### src/rtl/ifu_pkg.sv
// Shared types and constants for the instruction fetch unit.
// Holds the jump opcode, the default address width and the FIFO entry layout.
package ifu_pkg;

  localparam int ADDR_W_DEF = 6;
  localparam int PC_MAX_W   = 32;

  localparam logic [5:0] OP_JUMP = 6'b010010;

  typedef struct packed {
    logic [PC_MAX_W-1:0] pc;
    logic [31:0]         inst;
  } ifu_entry_t;

endpackage

### src/rtl/ifu_if.sv
// Fetch-unit bus: ROM port, redirect from execute, decoder-side valid/ready.
// master = fetch unit, slave = surrounding core (ROM, execute, decoder).
interface ifu_if #(
  parameter int ADDR_W = 6
);

  logic              fetch_en;
  logic [ADDR_W-1:0] rom_addr;
  logic [31:0]       rom_inst;
  logic              redirect_valid;
  logic [ADDR_W-1:0] redirect_addr;
  logic              out_valid;
  logic              out_ready;
  logic [31:0]       out_inst;
  logic [ADDR_W-1:0] out_pc;

  modport master (
    input  fetch_en,
    output rom_addr,
    input  rom_inst,
    input  redirect_valid,
    input  redirect_addr,
    output out_valid,
    input  out_ready,
    output out_inst,
    output out_pc
  );

  modport slave (
    output fetch_en,
    input  rom_addr,
    output rom_inst,
    output redirect_valid,
    output redirect_addr,
    input  out_valid,
    output out_ready,
    input  out_inst,
    input  out_pc
  );

endinterface

### src/rtl/ifu_fifo2.sv
// Two-entry FIFO of {pc, inst}; flush wins over push/pop.
// Ports: clk, rst, push, pop, flush, din, head (zero when empty), full, empty.
module ifu_fifo2
  import ifu_pkg::*;
(
  input  logic       clk,
  input  logic       rst,
  input  logic       push,
  input  logic       pop,
  input  logic       flush,
  input  ifu_entry_t din,
  output ifu_entry_t head,
  output logic       full,
  output logic       empty
);

  ifu_entry_t mem [2];
  logic       wp;
  logic       rp;
  logic [1:0] cnt;

  assign full  = (cnt == 2'd2);
  assign empty = (cnt == 2'd0);
  assign head  = empty ? '0 : mem[rp];

  always_ff @(posedge clk or posedge rst) begin
    if (rst) begin
      mem[0] <= '0;
      mem[1] <= '0;
      wp     <= 1'b0;
      rp     <= 1'b0;
      cnt    <= 2'd0;
    end else if (flush) begin
      wp  <= 1'b0;
      rp  <= 1'b0;
      cnt <= 2'd0;
    end else begin
      if (push) begin
        mem[wp] <= din;
        wp      <= ~wp;
      end
      if (pop) rp <= ~rp;
      cnt <= cnt + {1'b0, push} - {1'b0, pop};
    end
  end

endmodule

### src/rtl/inst_fetch_unit.sv
// Instruction fetch: PC register feeding a 2-entry {pc, inst} buffer.
// Ports: clk, rst, bus (ifu_if.master). Option: IFU_JUMP_PREDECODE_EN.
module inst_fetch_unit
  import ifu_pkg::*;
#(
  parameter int                ADDR_W   = ADDR_W_DEF,
  parameter logic [ADDR_W-1:0] RESET_PC = '0
) (
  input  logic   clk,
  input  logic   rst,
  ifu_if.master  bus
);

  logic [ADDR_W-1:0] pc;
  logic [ADDR_W-1:0] next_pc;
  logic              push;
  logic              pop;
  logic              full;
  logic              empty;
  ifu_entry_t        din;
  ifu_entry_t        head;

  assign pop  = bus.out_valid & bus.out_ready;
  assign push = bus.fetch_en & ~bus.redirect_valid
              & (~full | pop);

  assign din.pc   = PC_MAX_W'(pc);
  assign din.inst = bus.rom_inst;

`ifdef IFU_JUMP_PREDECODE_EN
  assign next_pc = (bus.rom_inst[31:26] == OP_JUMP)
                 ? bus.rom_inst[ADDR_W-1:0]
                 : pc + ADDR_W'(1);
`else
  assign next_pc = pc + ADDR_W'(1);
`endif

  always_ff @(posedge clk or posedge rst) begin
    if (rst)                     pc <= RESET_PC;
    else if (bus.redirect_valid) pc <= bus.redirect_addr;
    else if (push)               pc <= next_pc;
  end

  ifu_fifo2 u_fifo (
    .clk   (clk),
    .rst   (rst),
    .push  (push),
    .pop   (pop),
    .flush (bus.redirect_valid),
    .din   (din),
    .head  (head),
    .full  (full),
    .empty (empty)
  );

  assign bus.rom_addr  = pc;
  assign bus.out_valid = ~empty;
  assign bus.out_inst  = head.inst;
  assign bus.out_pc    = head.pc[ADDR_W-1:0];

endmodule

### src/flat_wrapper.sv
// flat-port wrapper written by rule: the top's interface ports become plain ports
module inst_fetch_unit_flat import ifu_pkg::*;
#(
  parameter int                ADDR_W   = ADDR_W_DEF,
  parameter logic [ADDR_W-1:0] RESET_PC = '0
)
  (clk, rst, bus_fetch_en, bus_rom_addr, bus_rom_inst, bus_redirect_valid, bus_redirect_addr, bus_out_valid, bus_out_ready, bus_out_inst, bus_out_pc);
  ifu_if #(.ADDR_W(ADDR_W)) bus_i ();
  input  logic clk;
  input  logic rst;
  input wire logic [$bits(bus_i.fetch_en)-1:0] bus_fetch_en;
  output wire logic [$bits(bus_i.rom_addr)-1:0] bus_rom_addr;
  input wire logic [$bits(bus_i.rom_inst)-1:0] bus_rom_inst;
  input wire logic [$bits(bus_i.redirect_valid)-1:0] bus_redirect_valid;
  input wire logic [$bits(bus_i.redirect_addr)-1:0] bus_redirect_addr;
  output wire logic [$bits(bus_i.out_valid)-1:0] bus_out_valid;
  input wire logic [$bits(bus_i.out_ready)-1:0] bus_out_ready;
  output wire logic [$bits(bus_i.out_inst)-1:0] bus_out_inst;
  output wire logic [$bits(bus_i.out_pc)-1:0] bus_out_pc;
  assign bus_i.fetch_en = bus_fetch_en;
  assign bus_rom_addr = bus_i.rom_addr;
  assign bus_i.rom_inst = bus_rom_inst;
  assign bus_i.redirect_valid = bus_redirect_valid;
  assign bus_i.redirect_addr = bus_redirect_addr;
  assign bus_out_valid = bus_i.out_valid;
  assign bus_i.out_ready = bus_out_ready;
  assign bus_out_inst = bus_i.out_inst;
  assign bus_out_pc = bus_i.out_pc;
  inst_fetch_unit #(.ADDR_W(ADDR_W), .RESET_PC(RESET_PC)) u_core (.clk(clk), .rst(rst), .bus(bus_i));
endmodule
### config.mk
export PLATFORM = sky130hd
export DESIGN_NAME = inst_fetch_unit_flat
export DESIGN_NICKNAME = d
export VERILOG_FILES = /design/src/rtl/ifu_pkg.sv /design/src/rtl/ifu_if.sv /design/src/rtl/ifu_fifo2.sv /design/src/rtl/inst_fetch_unit.sv /design/src/flat_wrapper.sv
export SDC_FILE = /design/constraint.sdc
export NUM_CORES = 1
export LEC_CHECK = 0
export ABC_CLOCK_PERIOD_IN_PS = 3100
export CAP_MARGIN = 20
export CORE_MARGIN = 2
export CORE_UTILIZATION = 40
export CTS_BUF_LIST = sky130_fd_sc_hd__clkbuf_4 sky130_fd_sc_hd__clkbuf_8 sky130_fd_sc_hd__clkbuf_16
export CTS_CLUSTER_DIAMETER = 100
export DETAILED_ROUTE_END_ITERATION = 12
export PLACE_DENSITY_LB_ADDON = 0.1
export SLEW_MARGIN = 10
export SYNTH_ARGS = -nofsm -noshare
export SYNTH_HDL_FRONTEND = slang
export SYNTH_SLANG_ARGS = --single-unit
### constraint.sdc
create_clock -name clk -period 3.1 [get_ports clk]
set_input_delay 0.31 -clock clk [delete_from_list [all_inputs] [get_ports clk]]
set_output_delay 0.31 -clock clk [all_outputs]
set_load 0.05 [all_outputs]
# Word level (Yosys, flattened, before mapping)
# Cells that the tools add are included.
[classes]
n_mux = 14
eq_ne = 1
n_addsub = 3
magnitude_cmp = 3
reduce_logical = 5
n_bitwise = 11
[ops]
columns = ["cell", "n"]
rows = [
  ["$mux 38", 4],
  ["$bwmux 128", 1],
  ["$demux 64 s1", 1],
  ["$mux 64", 1],
  ["$mux 6", 2],
  ["$add 6x1->6 const B", 1],
  ["$not 1->1", 5],
  ["$ge 2x2->1 const B", 2],
  ["$mux 1", 4],
  ["$not 1->2", 2],
  ["$reduce_bool 2->1", 2],
  ["$and 1x1->1", 3],
  ["$add 2x1->2", 1],
  ["$eq 2x2->1 const B", 1],
  ["$logic_not 2->1", 1],
  ["$lt 2x1->1 const B", 1],
  ["$mux 2", 1],
  ["$reduce_and 2->1", 1],
  ["$sub 2x1->2", 1],
  ["$logic_and 1x1->1", 1],
  ["$or 1x1->1", 1],
]
[word_totals]
reg_bits = 138
out_inout_bits = 45

# Logic depth before layout (Yosys ltp)
# Gate-level depths: netlist of the first run.
[depth]
ltp_word = 8
ltp_mapped = 7

# By module
# From an unflattened synthesis of the first run, not the netlist that was laid out.
[hier_totals]
hier_cells = 483
area_unflattened_um2 = 6698.9
[modules_own_cells]
columns = ["module", "seq_area_each_um2", "area_per_inst_um2", "instances", "cells_per_inst"]
rows = [
  ["ifu_fifo2", 3303.2, 6262.3, 1, 432],
  ["inst_fetch_unit", 150.1, 436.7, 1, 51],
]

# Worst setup path before layout of the first run
# Ideal clock, no wire load.
[synth_path]
path_type = "flip-flop to output port"
from = "register u_core.u_fifo.rp"
to = "output port bus_out_inst[0]"
slack_ns = 1.085
required_time_ns = 2.790
t_arrival_ns = 1.705
path_stages_with_launch = 6
cell_sequence = "dfrtp_1 -> clkbuf_1 -> buf_2 -> buf_2 -> mux2i_1 -> nor2_1"
[synth_between]
elab_chain_len = 5
[synth_lines]
columns = ["element", "line_no", "text"]
rows = [
  ["start: declaration", "ifu_fifo2.sv:19", "logic rp;"],
  ["start signal: assignment", "ifu_fifo2.sv:42", "if (pop) rp <= ~rp;"],
  ["$not 1->2 (not written as such)", "ifu_fifo2.sv:24", "assign head = empty ? '0 : mem[rp];"],
  ["$mux 38 (not written as such) (3 in series)", "ifu_fifo2.sv:24", ""],
  ["$mux 38", "ifu_fifo2.sv:24", ""],
  ["end: declaration", "flat_wrapper.sv:18", "output wire logic [$bits(bus_i.out_inst)-1:0] bus_out_inst;"],
]
# No other way between the ends. The select of a mux whose other input is x is not followed.

# Worst setup path in the final report of the first run
[layout_path]
from = "register u_core.u_fifo.cnt[1]"
to = "output port bus_out_inst[25]"
[layout_between]
elab_chain_len = 2
[layout_lines]
columns = ["element", "line_no", "text"]
rows = [
  ["start: declaration", "ifu_fifo2.sv:20", "logic [1:0] cnt;"],
  ["start signal: assignment", "ifu_fifo2.sv:43", "cnt <= cnt + {1'b0, push} - {1'b0, pop};"],
  ["$logic_not 2->1", "ifu_fifo2.sv:23", "assign empty = (cnt == 2'd0);"],
  ["$mux 38", "ifu_fifo2.sv:24", ""],
]
# No other way between the ends.

==> impl_results.md, run 1 <==
- Total gr overflow: 0
- Worst-path cell chain: nor2_4 > buf_4 > nor2_1 > clkdlybuf4s50_1
- Async S/R FF share, synth: 1.00
- Flops & latches, synth: 86
- Synth warnings: 0
- CTS Buf Count: 9
- Commonest cells in the netlist: 86 x dfrtp_1, 43 x nor2_1, 40 x mux2_4
- Post-cts resize count: 0
- H-tree levels: 3
- CTS tree: done
- Starting Density: 0.409
- Synth Flop Type: dfrtp_1
- Initial antenna violation count: 0
- Post-synthesis compound-gate area fraction: 0.0220
- Syn nets: around 360
- ANT nets after route: 0
- Final count of negative-setup-slack endpoints: 0
- Placed cell areas: around 5200 sq um
- Hpwl dp: 5590 um
- Crit path largest cell delay: 0.70 ns
- Avg Inst Size Synth: between 10 and 15 sq um
- Peak supply drop: roughly 0.52 mV
- Number of max-cap violations: 0
- Most numerous cell in the Yosys netlist: dfrtp_1
- Layout Cell Area excl Fill: 5420 sq um
- Pwr dens: roughly 1000 nW/um^2
- Slew Limit Fails: 0
- PortBufs: 87
- Simple-gate share of the synthesized area: 0.0768
- Nets: ~440
- Worst min-delay path class: in -> async
- Hold Buf Count CTS: 0
- Post-Place Worst Slack: 0.656 ns
- CORE AREA: 10300 sq um
- Post-synthesis adder-cell area fraction: 0.00893
- Status: finished clean
- DR pass1 iterations: 4
- Post-route DRC violation count: 0
- Top-area cell type share of the netlist area: 0.512
- Vias in the first global route: ~2.8k
- Routed wire length: around 8700 um
- Leak: approximately 2.3 nW
- Slowest cell on crit path: clkdlybuf4s50_1
- RSZ-0062 raised after global routing: no
- Vias per Instance: between 4 and 5
- Placer Congestion: around 0.75
- Fmax: a little under 400 MHz
- Setup TNS Final: 0 ns
- Path type of the worst setup path: reg -> out
- Fraction of layout instances using a drive strength above 1: 0.270
- Synth Cell Area: 4210 sq um
- Crit share post-route: 0.838
- Ranking of synthesized cells by area: dfrtp_1 51%, mux2_4 14%, mux2_2 9.6%
- CTS root buffer: clkbuf_8
- Slew margin rel.: 0.431
- Die width: between 100 and 150 um
- Hold WS: around 0.41 ns
- Clk slew on worst S/H paths: ~0.090 ns
- First-pass GRT wire length: between 10000 and 15000 um
- Post-Synth XOR/XNOR Area: 0.00625
- EDFF count, synth: 0
- Fillers: 912
- CP Max Fanout: 15
- WP data required: between 2 and 3 ns
- Syn Inst Count: 310
- Number of top-level pins: slightly below 90
- Largest family of logic cells by synthesized area: multiplexers
- Worst-skew pair later-pin latency: approximately 0.35 ns
- Die Ht: 107 um
- R2R Setup Slk: between 0.9 and 1 ns
- Largest area contributor in the netlist: dfrtp_1
- GRT Util Overall: 0.164
- Drt first-iter violations: 63
- CTS Buffer Depth: 2
- CTS sink cnt: 86
- Antenna cells: 0
- Mux contribution to synthesized area: 0.330
- FP Rows: 37
- Drt wl/cell: ~16 um
- Critical path capture point type: output pin
- Routed via count: approximately 2.7k
- Slew at the pin closest to its max-slew limit: 0.853 ns
- Synth unique cells: 35
- Register area share after synthesis: 0.512
- Post-CTS Setup Bufs: 0
- Critical Path AT: around 2.3 ns
- Fin crit period: around 2.6 ns
- Startpoint class of the critical path: register
- Full die area: approximately 11000 sq um
- Final Hold Vio Count: 0
- Largest net degree at the start of global routing: 49
- Setup Skew: ~0.016 ns
- Area growth syn-to-layout: 28.9%
- Worst-case reg-to-reg path depth: 4
- Final setup margin: roughly 0.5 ns
report_power, final:
part           switching (W)  internal (W)  leakage [nW]  total, W
sequential          0.000243       0.00154          1.02   0.00178
combinational        0.00167       0.00121          1.20   0.00289
clock               0.000400      0.000429         0.106  0.000829
total                0.00232       0.00318          2.33   0.00550
state kept, by name, summed over array words and instances, names as in the netlist:
signal               cells
u_core.u_fifo.mem       76
u_core.bus.rom_addr      6
u_core.u_fifo.cnt        2
u_core.u_fifo.rp         1
u_core.u_fifo.wp         1
cell families (layout without fill, tap and decap cells):
| group | Yosys count | in the layout |
|---|---|---|
| buffers and inverters | 25 | 118 |
| xor gates and xnor gates | 3 | 3 |
| DFF | 86 | 86 |
| and+or+nand+nor | 65 | 65 |
| muxes | 114 | 114 |
| adders and majority gates | 3 | 3 |
| AOI/OAI and AO/OA | 14 | 14 |
placed cells by master (no fill, tap or decap), drive strengths merged, types with 3 or more instances in the layout:
master / Yosys / final
o21ai: 5 / 5
buf: 13 / 9
clkinv: 0 / 3
clkdlybuf4s50: 0 / 87
mux2i: 38 / 38
nand4: 3 / 3
ha: 3 / 3
nor2: 43 / 43
nand2: 4 / 4
dfrtp: 86 / 86
mux2: 76 / 76
clkbuf: 6 / 12
inv: 6 / 5
nand3: 4 / 4
final cells by class:
cell class	count	area, sq um	share of cell area
clock buffer	12	159	0.0293
sequential	86	2150	0.397
multi-input combinational	199	1880	0.347
timing repair buffer	96	976	0.180
tap	136	170	0.0314
clock inverter	4	55.1	0.0102
inverter	6	23.8	0.00439
layer usage:
metal / global-route usage / vias to the layer above / share of wire
met5: 0 / - / 0
met3: 0.0448 / 4 / 0.052
li1: - / 1261 / -
met2: 0.247 / 64 / 0.45
met1: 0.237 / 1360 / 0.49
met4: 0.0390 / 0 / 0.0062
final timing paths:
path	start	to
max	u_core.u_fifo.cnt[1]$_DFF_PP0_	bus_out_inst[25]
min	rst	u_core.u_fifo.mem[11]$_DFFE_PP0P_
min in group clk	bus_redirect_addr[3]	u_core.bus.rom_addr[3]$_DFFE_PP0P_
min reg2reg	u_core.u_fifo.mem[19]$_DFFE_PP0P_	u_core.u_fifo.mem[19]$_DFFE_PP0P_
max in group asynchronous	rst	u_core.bus.rom_addr[2]$_DFFE_PP0P_
max reg2reg	u_core.u_fifo.cnt[1]$_DFF_PP0_	u_core.u_fifo.mem[12]$_DFFE_PP0P_
worst max-delay path: cells and delay by family (launching register included):
kind	cells	cell delay, ns
buffers and inverters	2	1.01
flip-flops	1	0.46
AND/OR/NAND/NOR	2	0.47
per-stage QoR:
| step | utilization | std cells | total power (W) |
|---|---|---|---|
| final | 0.527 | 539 | 0.00550 |
| after global routing | 0.527 | 539 | 0.00582 |
| after CTS | 0.527 | 539 | 0.00557 |
| after detailed placement | 0.506 | 523 | 0.00471 |
| after global placement | 0.506 | 523 | 0.00468 |
| after floorplan | - | 310 | 0.00383 |
Power figures use the tool's default switching activity.
==> run 2: changes to the inputs <==
Settings changed: ABC_CLOCK_PERIOD_IN_PS 3100 to 2140.
Clock period 3.1 ns to 2.14 ns, I/O delays scaled along.
==> run 2 against run 1 <==
  * Setup slack got worse by 0.29 ns
  * Global-route usage down 0.84 points
  * Via count down 1.1%
  * Sequential cell count stayed put
  * Combinational power grew 40%
  * Clock skew down 0.0015 ns
  * Critical path depth down 3
  * Die area stayed put
==> impl_results.md, run 2 (synthesis results as in run 1) <==
- Status: finished clean
- Worst-case reg-to-reg path depth: 4
- Full die area: around 11000 sq um
- Post-Place Worst Slack: between 0.15 and 0.2 ns
- H-tree levels: 3
- Fin crit period: between 1.5 and 2 ns
- GRT Util Overall: 0.156
- Vias per Instance: ~4.9
- Critical Path AT: around 1.7 ns
- WP depth: 1
- Die width: between 100 and 150 um
- Peak supply drop: 0.826 mV
- Net Sw Frac: 0.426
- Crit path largest cell delay: about 0.86 ns
- Fin cells: 543
- Commonest non-fill, non-tap cell in the layout: dfrtp_1
- ANT nets after route: 0
- Slowest cell on crit path: clkdlybuf4s50_1
- Total gr overflow: 0
- RSZ-0062 raised after global routing: no
- CTS Buffer Depth: 2
- Path type of the worst setup path: reg -> out
- Worst-skew pair later-pin latency: 0.35 ns
- Reg power frac: 0.327
- PortBufs: just under 90
- Most frequent cells in the layout: 85 x dfrtp_1, 48 x clkdlybuf4s50_1, 47 x buf_4, 42 x nor2_1, 40 x mux2_4
- Routed wire length: 8490 um
- Final Hold Vio Count: 0
- Fraction of layout instances using a drive strength above 1: 0.373
- Largest net degree at the start of global routing: 87
- Slew Limit Fails: 0
- Setup TNS Final: 0 ns
- CP delay by family, top: buffers and inverters
- Slew margin rel.: 0.663
- Max reg flops: 76
- CP Max Fanout: 7
- Post-route DRC violation count: 0
- Final setup margin: between 0.2 and 0.25 ns
- First-pass GRT wire length: about 14000 um
- Area growth syn-to-layout: 28.0%
- Fillers: ~930
- Layout Cell Area excl Fill: approximately 5400 sq um
- Drt wl/cell: between 15 and 20 um
- Int Pwr: ~0.0045 W
- CTS Buf Count: 9
- Worst min-delay path class: in -> async
- Leak: between 2 and 2.5 nW
- Register with the most flip-flops: u_core.u_fifo.mem
- Hpwl dp: 5430 um
- Slew at the pin closest to its max-slew limit: between 0.5 and 0.6 ns
- Pwr dens: 1470 nW/um^2
- Starting Density: 0.409
- Sw power: between 0.003 and 0.004 W
- Critical path capture point type: output pin
- Worst-path cell chain: clkdlybuf4s50_1
- Placed cell areas: ~5200 sq um
- Initial antenna violation count: 0
- Final core area utilization: 0.524
- DR pass1 iterations: 4
- Hold Buf Count CTS: 0
- CORE AREA: between 10000 and 15000 sq um
- Vias in the first global route: approximately 2.7k
- Inst Count DP: 527
- Routed via count: around 2.7k
- CTS sink cnt: 86
- WP data required: 1.93 ns
- Drt first-iter violations: approximately 80
- Number of top-level pins: 88
- CTS tree: done
- Crit share post-route: 0.901
- Number of max-cap violations: 0
- Nets: 448
- Fmax: about 520 MHz
- Die Ht: between 100 and 150 um
- Post-CTS Setup Bufs: 0
- Setup Skew: between 0.01 and 0.015 ns
- FP Rows: 37
- Final count of negative-setup-slack endpoints: 0
- CTS root buffer: clkbuf_8
- Startpoint class of the critical path: register
- WP buf/inv: 1
- Antenna cells: 0
- Clk slew on worst S/H paths: approximately 0.090 ns
- Placer Congestion: 0.695
- Comb pwr share: 0.514
- Post-cts resize count: 0
- Clk network pwr share: 0.159
- R2R Setup Slk: 0.36 ns
## run 2: cell count changes in the layout (fill, tap and decap cells not counted), moves of 2 or more
cell             before  now
buf_4                 6   47
clkinv_4              2    0
inv_6                 0    2
clkdlybuf4s50_1      87   48
buf_12                3    5
clkbuf_8             11    9
## run 2: routing by layer
layer | share of wire | routed length, um | vias to the layer above | GRT usage
li1 | - | - | 1266 | -
met1 | 0.49 | 4170 | 1318 | 0.220
met2 | 0.44 | 3760 | 67 | 0.238
met3 | 0.053 | 453 | 9 | 0.0423
met4 | 0.012 | 106 | 0 | 0.0417
met5 | 0 | 0 | - | 0
## run 2: cell type report
| cell class | count | area [sq um] | area share |
|---|---|---|---|
| Inverter | 6 | 26.3 | 0.00488 |
| Clock inverter | 7 | 95.1 | 0.0177 |
| Timing Repair Buffer | 100 | 933 | 0.173 |
| Multi-Input combinational cell | 199 | 1880 | 0.350 |
| Sequential cell | 86 | 2150 | 0.400 |
| Clock buffer | 9 | 124 | 0.0230 |
| Tap cell | 136 | 170 | 0.0316 |
## run 2: through the flow
step / power (W) / hold WS, ns
after detailed placement: 0.00671 / 0.491
after floorplan: 0.00555 / 0.334
final: 0.00791 / 0.310
after global routing: 0.00836 / 0.383
after CTS: 0.00801 / 0.361
after global placement: 0.00667 / 0.487
## run 2: power groups by stage
| stage | Sequential (W) | Clock, W | Combinational [W] |
|---|---|---|---|
| 2_1_floorplan | 0.00255 | 0 | 0.00300 |
| 3_3_place_gp | 0.00260 | 0 | 0.00408 |
| 3_5_place_dp | 0.00261 | 0 | 0.00410 |
| 4_1_cts | 0.00258 | 0.00131 | 0.00412 |
| 5_1_grt | 0.00266 | 0.00138 | 0.00432 |
| 6_report | 0.00259 | 0.00125 | 0.00406 |
## run 2: path summary, 6_finish.rpt
path                                                     from                                 end
setup / recovery           u_core.bus.rom_addr[0]$_DFFE_PP0P_                     bus_rom_addr[0]
hold / removal                                            rst   u_core.u_fifo.mem[14]$_DFFE_PP0P_
setup reg to reg               u_core.u_fifo.cnt[0]$_DFF_PP0_   u_core.u_fifo.mem[27]$_DFFE_PP0P_
hold reg to reg             u_core.u_fifo.mem[97]$_DFFE_PP0P_   u_core.u_fifo.mem[97]$_DFFE_PP0P_
max in group asynchronous                                 rst   u_core.u_fifo.mem[30]$_DFFE_PP0P_
min in group clk                         bus_redirect_addr[3]  u_core.bus.rom_addr[3]$_DFFE_PP0P_
